==> config.mk <==
export PLATFORM = sky130hd
export DESIGN_NAME = seq_gen_101101
export DESIGN_NICKNAME = d
export VERILOG_FILES = /design/src/rtl/seq_gen_101101_pkg.sv /design/src/rtl/seq_gen_101101.sv
export SDC_FILE = /design/constraint.sdc
export NUM_CORES = 1
export LEC_CHECK = 0
export ABC_AREA = 1
export CAP_MARGIN = 10
export CORE_MARGIN = 3
export CORE_UTILIZATION = 40
export DETAILED_ROUTE_END_ITERATION = 7
export HOLD_SLACK_MARGIN = 0.02
export PLACE_DENSITY = 0.64
export SLEW_MARGIN = 30
export SYNTH_ARGS = -nofsm -noshare
export SYNTH_HDL_FRONTEND = slang
export SYNTH_SLANG_ARGS = --single-unit
==> constraint.sdc <==
create_clock -name clk -period 1.9 [get_ports clk]
set_clock_uncertainty 0.15 [all_clocks]
set_input_delay 0.38 -clock clk [delete_from_list [all_inputs] [get_ports clk]]
set_output_delay 0.38 -clock clk [all_outputs]
set_load 0.01 [all_outputs]
==> src/rtl/seq_gen_101101_pkg.sv <==
// Shared definitions for the serial 101101 transmit/detect path:
// FSM state encoding and the default pattern.
package seq_gen_101101_pkg;

   typedef enum logic [1:0] {
      IDLE  = 2'd0,
      SHIFT = 2'd1,
      GAP   = 2'd2
   } state_t;

   localparam int          DEFAULT_PATTERN_W = 6;
   localparam logic [5:0]  DEFAULT_PATTERN   = 6'b101101;

endpackage

==> src/rtl/seq_gen_101101.sv <==
// Serial pattern transmitter: shifts PATTERN out MSB-first, repeat_n times,
// with gap_n idle zero bits between repeats. All outputs are registered.
module seq_gen_101101
   import seq_gen_101101_pkg::*;
#(
   parameter int                   PATTERN_W = DEFAULT_PATTERN_W,
   parameter logic [PATTERN_W-1:0] PATTERN   = PATTERN_W'(DEFAULT_PATTERN),
   parameter int                   CNT_W     = 8,
   parameter int                   GAP_W     = 4
) (
   input  logic             clk,
   input  logic             reset,
   input  logic             start,
   input  logic [CNT_W-1:0] repeat_n,
   input  logic [GAP_W-1:0] gap_n,
   input  logic             abort,
   output logic             data,
   output logic             valid,
   output logic             busy,
   output logic             done
);

   localparam int                IDX_W   = $clog2(PATTERN_W);
   localparam logic [IDX_W-1:0]  MSB_IDX = IDX_W'(PATTERN_W - 1);

   state_t             state_q, state_d;
   logic [IDX_W-1:0]   bit_idx_q, bit_idx_d;
   logic [CNT_W-1:0]   rep_q, rep_d;
   logic [GAP_W-1:0]   gap_len_q, gap_len_d;
   logic [GAP_W-1:0]   gap_cnt_q, gap_cnt_d;
   logic               data_q, data_d;
   logic               valid_q, valid_d;
   logic               busy_q, busy_d;
   logic               done_q, done_d;
   logic [IDX_W-1:0]   idx_dec;

   assign idx_dec = bit_idx_q - IDX_W'(1);

   always_ff @(posedge clk or negedge reset) begin
      if (!reset) begin
         state_q   <= IDLE;
         bit_idx_q <= '0;
         rep_q     <= '0;
         gap_len_q <= '0;
         gap_cnt_q <= '0;
         data_q    <= 1'b0;
         valid_q   <= 1'b0;
         busy_q    <= 1'b0;
         done_q    <= 1'b0;
      end else begin
         state_q   <= state_d;
         bit_idx_q <= bit_idx_d;
         rep_q     <= rep_d;
         gap_len_q <= gap_len_d;
         gap_cnt_q <= gap_cnt_d;
         data_q    <= data_d;
         valid_q   <= valid_d;
         busy_q    <= busy_d;
         done_q    <= done_d;
      end
   end

   // Outputs are computed one cycle ahead so that they can be registered;
   // rep_q holds the repeats still to finish, including the one in flight.
   always_comb begin
      state_d   = state_q;
      bit_idx_d = bit_idx_q;
      rep_d     = rep_q;
      gap_len_d = gap_len_q;
      gap_cnt_d = gap_cnt_q;
      data_d    = 1'b0;
      valid_d   = 1'b0;
      busy_d    = 1'b0;
      done_d    = 1'b0;

      case (state_q)
         IDLE: begin
            if (start) begin
               rep_d     = repeat_n;
               gap_len_d = gap_n;
               if (repeat_n != '0) begin
                  state_d   = SHIFT;
                  bit_idx_d = MSB_IDX;
                  data_d    = PATTERN[MSB_IDX];
                  valid_d   = 1'b1;
                  busy_d    = 1'b1;
               end else begin
                  done_d = 1'b1;
               end
            end
         end

         SHIFT: begin
            busy_d = 1'b1;
            if (bit_idx_q != '0) begin
               bit_idx_d = idx_dec;
               data_d    = PATTERN[idx_dec];
               valid_d   = 1'b1;
            end else if (rep_q > CNT_W'(1)) begin
               rep_d = rep_q - CNT_W'(1);
               if (gap_len_q != '0) begin
                  state_d   = GAP;
                  gap_cnt_d = gap_len_q;
               end else begin
                  bit_idx_d = MSB_IDX;
                  data_d    = PATTERN[MSB_IDX];
                  valid_d   = 1'b1;
               end
            end else begin
               state_d = IDLE;
               rep_d   = '0;
               busy_d  = 1'b0;
               done_d  = 1'b1;
            end
         end

         GAP: begin
            busy_d = 1'b1;
            if (gap_cnt_q > GAP_W'(1)) begin
               gap_cnt_d = gap_cnt_q - GAP_W'(1);
            end else begin
               gap_cnt_d = '0;
               state_d   = SHIFT;
               bit_idx_d = MSB_IDX;
               data_d    = PATTERN[MSB_IDX];
               valid_d   = 1'b1;
            end
         end

         default: begin
            state_d = IDLE;
         end
      endcase

      // Abort only cancels a running transfer; in IDLE a coincident start wins.
      if (abort && (state_q != IDLE)) begin
         state_d   = IDLE;
         bit_idx_d = '0;
         rep_d     = '0;
         gap_cnt_d = '0;
         data_d    = 1'b0;
         valid_d   = 1'b0;
         busy_d    = 1'b0;
         done_d    = 1'b0;
      end
   end

   assign data  = data_q;
   assign valid = valid_q;
   assign busy  = busy_q;
   assign done  = done_q;

endmodule
==> reports/results.env, run 1 <==
OUTCOME='completed'
REG2REG_SLACK_PS=130
WORST_PATH_MAX_DELAY_CELL='sky130_fd_sc_hd__dfrtp_1'
REGAREA_SQ_UM=625.6
SYNTHARSTFLOPSHARE_PCT=100.0
PLACEMENT.SETUP.WORST_SLACK_PS=9.350
PLACEMENTROWS=23
DRT_WL_TOTAL_UM=3857
PORT-BUFFER-COUNT=19
HPWL_DETAILED_UM=3008
FINAL_CELL_AREA_SQ_MM=0.002143
MAXIMUM_NUMBER_OF_PINS_ON_ONE_NET_BEFORE_GLOBAL_ROUTE_REPAIR=26
IRDROPWORSTVDD_mV=0.8969
TRITONCTS_NUM_SINKS=25
CRITICAL-PATH-TOP-DELAY-FAMILY='simple AND/OR/NAND/NOR gates'
CTS_MADE_BUFFERS=3
WORSTSETUPENDPOINTTYPE='register'
DESIGN.DIE.AREA_SQ_MM=0.005203
DIE_Y_UM=72.13
INITIAL_CORE_UTILIZATION_PCT=42.51
MAXCLOCKFREQUENCY_MHz=564.4
FIN_HOLD_WS_PS=304.3
FINAL_PERIOD_MINUS_WORST_SETUP_SLACK_PS=1772
P_TOTAL_mW=3.554
CRITPATHKIND='register to register'
SYNTH_CELL_TYPE_COUNT=25
GRT_PASS1_VIAS=1438
PLACEDINSTANCEAREA_SQ_MM=0.002066
SYNTHTOLAYOUTAREAGROWTH_PCT=22.53
ARRIVAL_PS=1790
SYN-CELL-AREA_SQ_MM=0.001749
WORST_SKEW_LATE_LATENCY_PS=280
DIE_X_UM=72.13
DRT-PASS1-ITER-COUNT=4
VIAS_PER_CELL=4.736
POWER.DENSITY_CELL_AREA_mW_PER_MM2=1658
YS_SEQ_ELEMENTS=25
EDFF_COUNT_SYNTH=0
NETS=311
DETAILEDROUTE.FIRSTITERATIONVIOLATIONS=80
CLK_PATH_BUF_DEPTH=2
CPMOSTUSEDCELL='sky130_fd_sc_hd__inv_2'
POST_ROUTE_CELLS_DRIVE_ABOVE_1_SHARE_PCT=14.49
SYNTH.YOSYS.SEQ_AREA_SHARE_PCT=35.77
GRT_PASS1_WL_UM=6541
IOPINCOUNT=20
MULTI_INPUT_COMBINATIONAL_CELL_AREA_SQ_UM=999.7
STARTPOINT_TYPE='register'
TIMING.FINAL.MAX_SLEW_VIOLATIONS=0
CRITICAL_PATH_REQUIRED_PS=1920
WORSTPATHCELLLIST='inv_1 > ha_2 > inv_2 > nand2_4 > inv_2 > nor2_8 > inv_2 > nor2_2 > nor2_1 > nand2_1 > nand2_1'
CTS_TREE='done'
FINAL-HOLD-VIOLATION-COUNT=0
NETLIST_INSTANCES=250
CORE_AREA_SQ_MM=0.004115
MAX_SLEW.WORST_PIN.SLEW_PS=406.2
SYN_NETS=277
GR-USAGE-ALL-LAYERS_PCT=15.87
SHARE_OF_THE_CLOCK_PERIOD_USED_BY_THE_WORST_PATH_AFTER_LAYOUT_PCT=93.26
CRITICAL_PATH.N_BUFFERS_INVERTERS=4
NUM_ANTENNA_CELLS=0
GLOBALPLACE.CONGESTION=0.8360
REPORT.FINAL.SETUP_VIOL=0
CTS.CLK_SLEW.WORST_PATHS_PS=90
VIAS=1577
SYN-MEAN-INSTANCE-AREA_SQ_UM=6.997
HOLD_PATH.CLASS='input pin to async pin'
POSTSYNTH.TOPFLOPCELL='sky130_fd_sc_hd__dfrtp_1'
FILL_CELLS=423
SYNTH-WARNING-COUNT=0
SETUP_SLACK_PS=128.1
ANTENNA_FOUND_INITIAL=0
SETUP_TOTAL_NEGATIVE_SLACK_PS=0
CLOCK_TREE.ROOT_CELL='sky130_fd_sc_hd__clkbuf_8'
H-TREE-DEPTH=1
CRIT_PATH_MAX_FANOUT=6
P_LEAK_nW=1.119
MAX-SLEW-MARGIN-REL_PCT=72.69
WIRE_PER_INST_UM=11.58
ANT_NETS=0
GRT_OVERFLOW_TOTAL=0
CRITICAL-PATH-MAX-STAGE-DELAY_PS=450
MAXCAPVIOLCOUNT=0
DRC=0
final timing paths:
kind	cells after the start	from	endpoint
max	11	state_q[0]$_DFFE_PN0P_	state_q[1]$_DFFE_PN0P_
min	2	reset	bit_idx_q[2]$_DFFE_PN0P_
max reg2reg	11	state_q[0]$_DFFE_PN0P_	state_q[1]$_DFFE_PN0P_
min reg2reg	2	bit_idx_q[2]$_DFFE_PN0P_	bit_idx_q[2]$_DFFE_PN0P_
max in group asynchronous	2	reset	rep_q[3]$_DFFE_PN0P_
min in group clk	2	bit_idx_q[2]$_DFFE_PN0P_	bit_idx_q[2]$_DFFE_PN0P_
flip-flops by register name, summed over array words and instances (netlist names):
signal     cells
valid          1
state_q        2
rep_q          8
gap_cnt_q      4
data           1
busy           1
bit_idx_q      3
gap_len_q      4
done           1
per-layer routing:
metal	global-route usage (%)	vias up	wire length, um
met2	23.56	27	1686
met4	3.758	0	31
li1	-	848	-
met1	23.78	697	2005
met3	2.909	5	133
met5	0	-	0
timing repair:
action | CTS | global route
hold buffers | 0 | 0
endpoints found under the setup margin | 0 | 18
setup buffers | 0 | 1
gates resized for setup | 0 | 7
worst register-to-register path: stages (launching register included):
cell and delay (ps):
sky130_fd_sc_hd__dfrtp_1 450, sky130_fd_sc_hd__inv_1 120, sky130_fd_sc_hd__ha_2 230, sky130_fd_sc_hd__inv_2 70, sky130_fd_sc_hd__nand2_4 90, sky130_fd_sc_hd__inv_2 90, sky130_fd_sc_hd__nor2_8 110, sky130_fd_sc_hd__inv_2 40
sky130_fd_sc_hd__nor2_2 120, sky130_fd_sc_hd__nor2_1 70, sky130_fd_sc_hd__nand2_1 60, sky130_fd_sc_hd__nand2_1 50
per-stage QoR:
stage / utilization [%] / instances
after floorplan: - / 250
after global placement: 50.20 / 328
after detailed placement: 50.20 / 328
after CTS: 51.38 / 332
after global routing: 52.08 / 333
final: 52.08 / 333
kinds of logic (layout without fill, tap and decap cells):
| kind of cell | after synthesis | count (layout) | synth area share [%] |
|---|---|---|---|
| simple gates | 143 | 143 | 35.27 |
| buf+inv | 36 | 69 | 8.298 |
| compound gates | 27 | 27 | 8.226 |
| flops | 25 | 25 | 35.77 |
| fa+ha+maj | 11 | 11 | 7.868 |
| xor+xnor | 4 | 4 | 2.003 |
| mux | 4 | 4 | 2.575 |
placed cells by master, fill, tap and decap left out, drive strengths merged:
master	count
nand2	90
a21oi	6
inv	35
dfrtp	25
mux2	4
clkdlybuf4s50	19
xor2	3
nor3	2
o21ai	18
nand3	17
ha	11
nor2	33
clkinvlp	1
a211o	1
o31ai	2
clkbuf	3
nand4	1
xnor2	1
buf	11
final cells by class:
class | count | area share [%]
flip-flops and latches | 25 | 29.19
multi-input cells | 189 | 46.64
clock buffers | 3 | 1.926
repair buffers | 30 | 12.73
inverters | 35 | 6.246
clock inverters | 1 | 0.3503
well taps | 50 | 2.919
synthesized netlist by cell type (2+ instances only):
cell type,instances,area (sq um)
sky130_fd_sc_hd__a21oi_1,6,30.03
sky130_fd_sc_hd__dfrtp_1,25,625.6
sky130_fd_sc_hd__ha_1,11,137.6
sky130_fd_sc_hd__inv_1,30,112.6
sky130_fd_sc_hd__inv_2,4,15.01
sky130_fd_sc_hd__mux2_2,4,45.04
sky130_fd_sc_hd__nand2_1,85,319.1
sky130_fd_sc_hd__nand2_2,4,25.02
sky130_fd_sc_hd__nand3_1,16,80.08
sky130_fd_sc_hd__nor2_1,28,105.1
sky130_fd_sc_hd__nor2_2,3,18.77
sky130_fd_sc_hd__nor3_1,2,10.01
sky130_fd_sc_hd__o21ai_0,15,75.07
sky130_fd_sc_hd__o21ai_1,3,15.01
sky130_fd_sc_hd__o31ai_1,2,15.01
sky130_fd_sc_hd__xor2_1,3,26.28
power breakdown:
group	switching (mW)	leakage, nW	total [mW]	internal [mW]
sequential	0.191	0.314	0.967	0.776
clock	0.183	0.0217	0.333	0.149
combinational	1.33	0.783	2.25	0.920
total	1.71	1.12	3.55	1.85
No activity file was read; power rests on OpenSTA's default activity.
==> inputs of run 2 (changes only) <==
- SKIP_LAST_GASP: not set -> 1
==> results of run 2 <==
Final layout, timing and power as in run 1 (identical DEF).
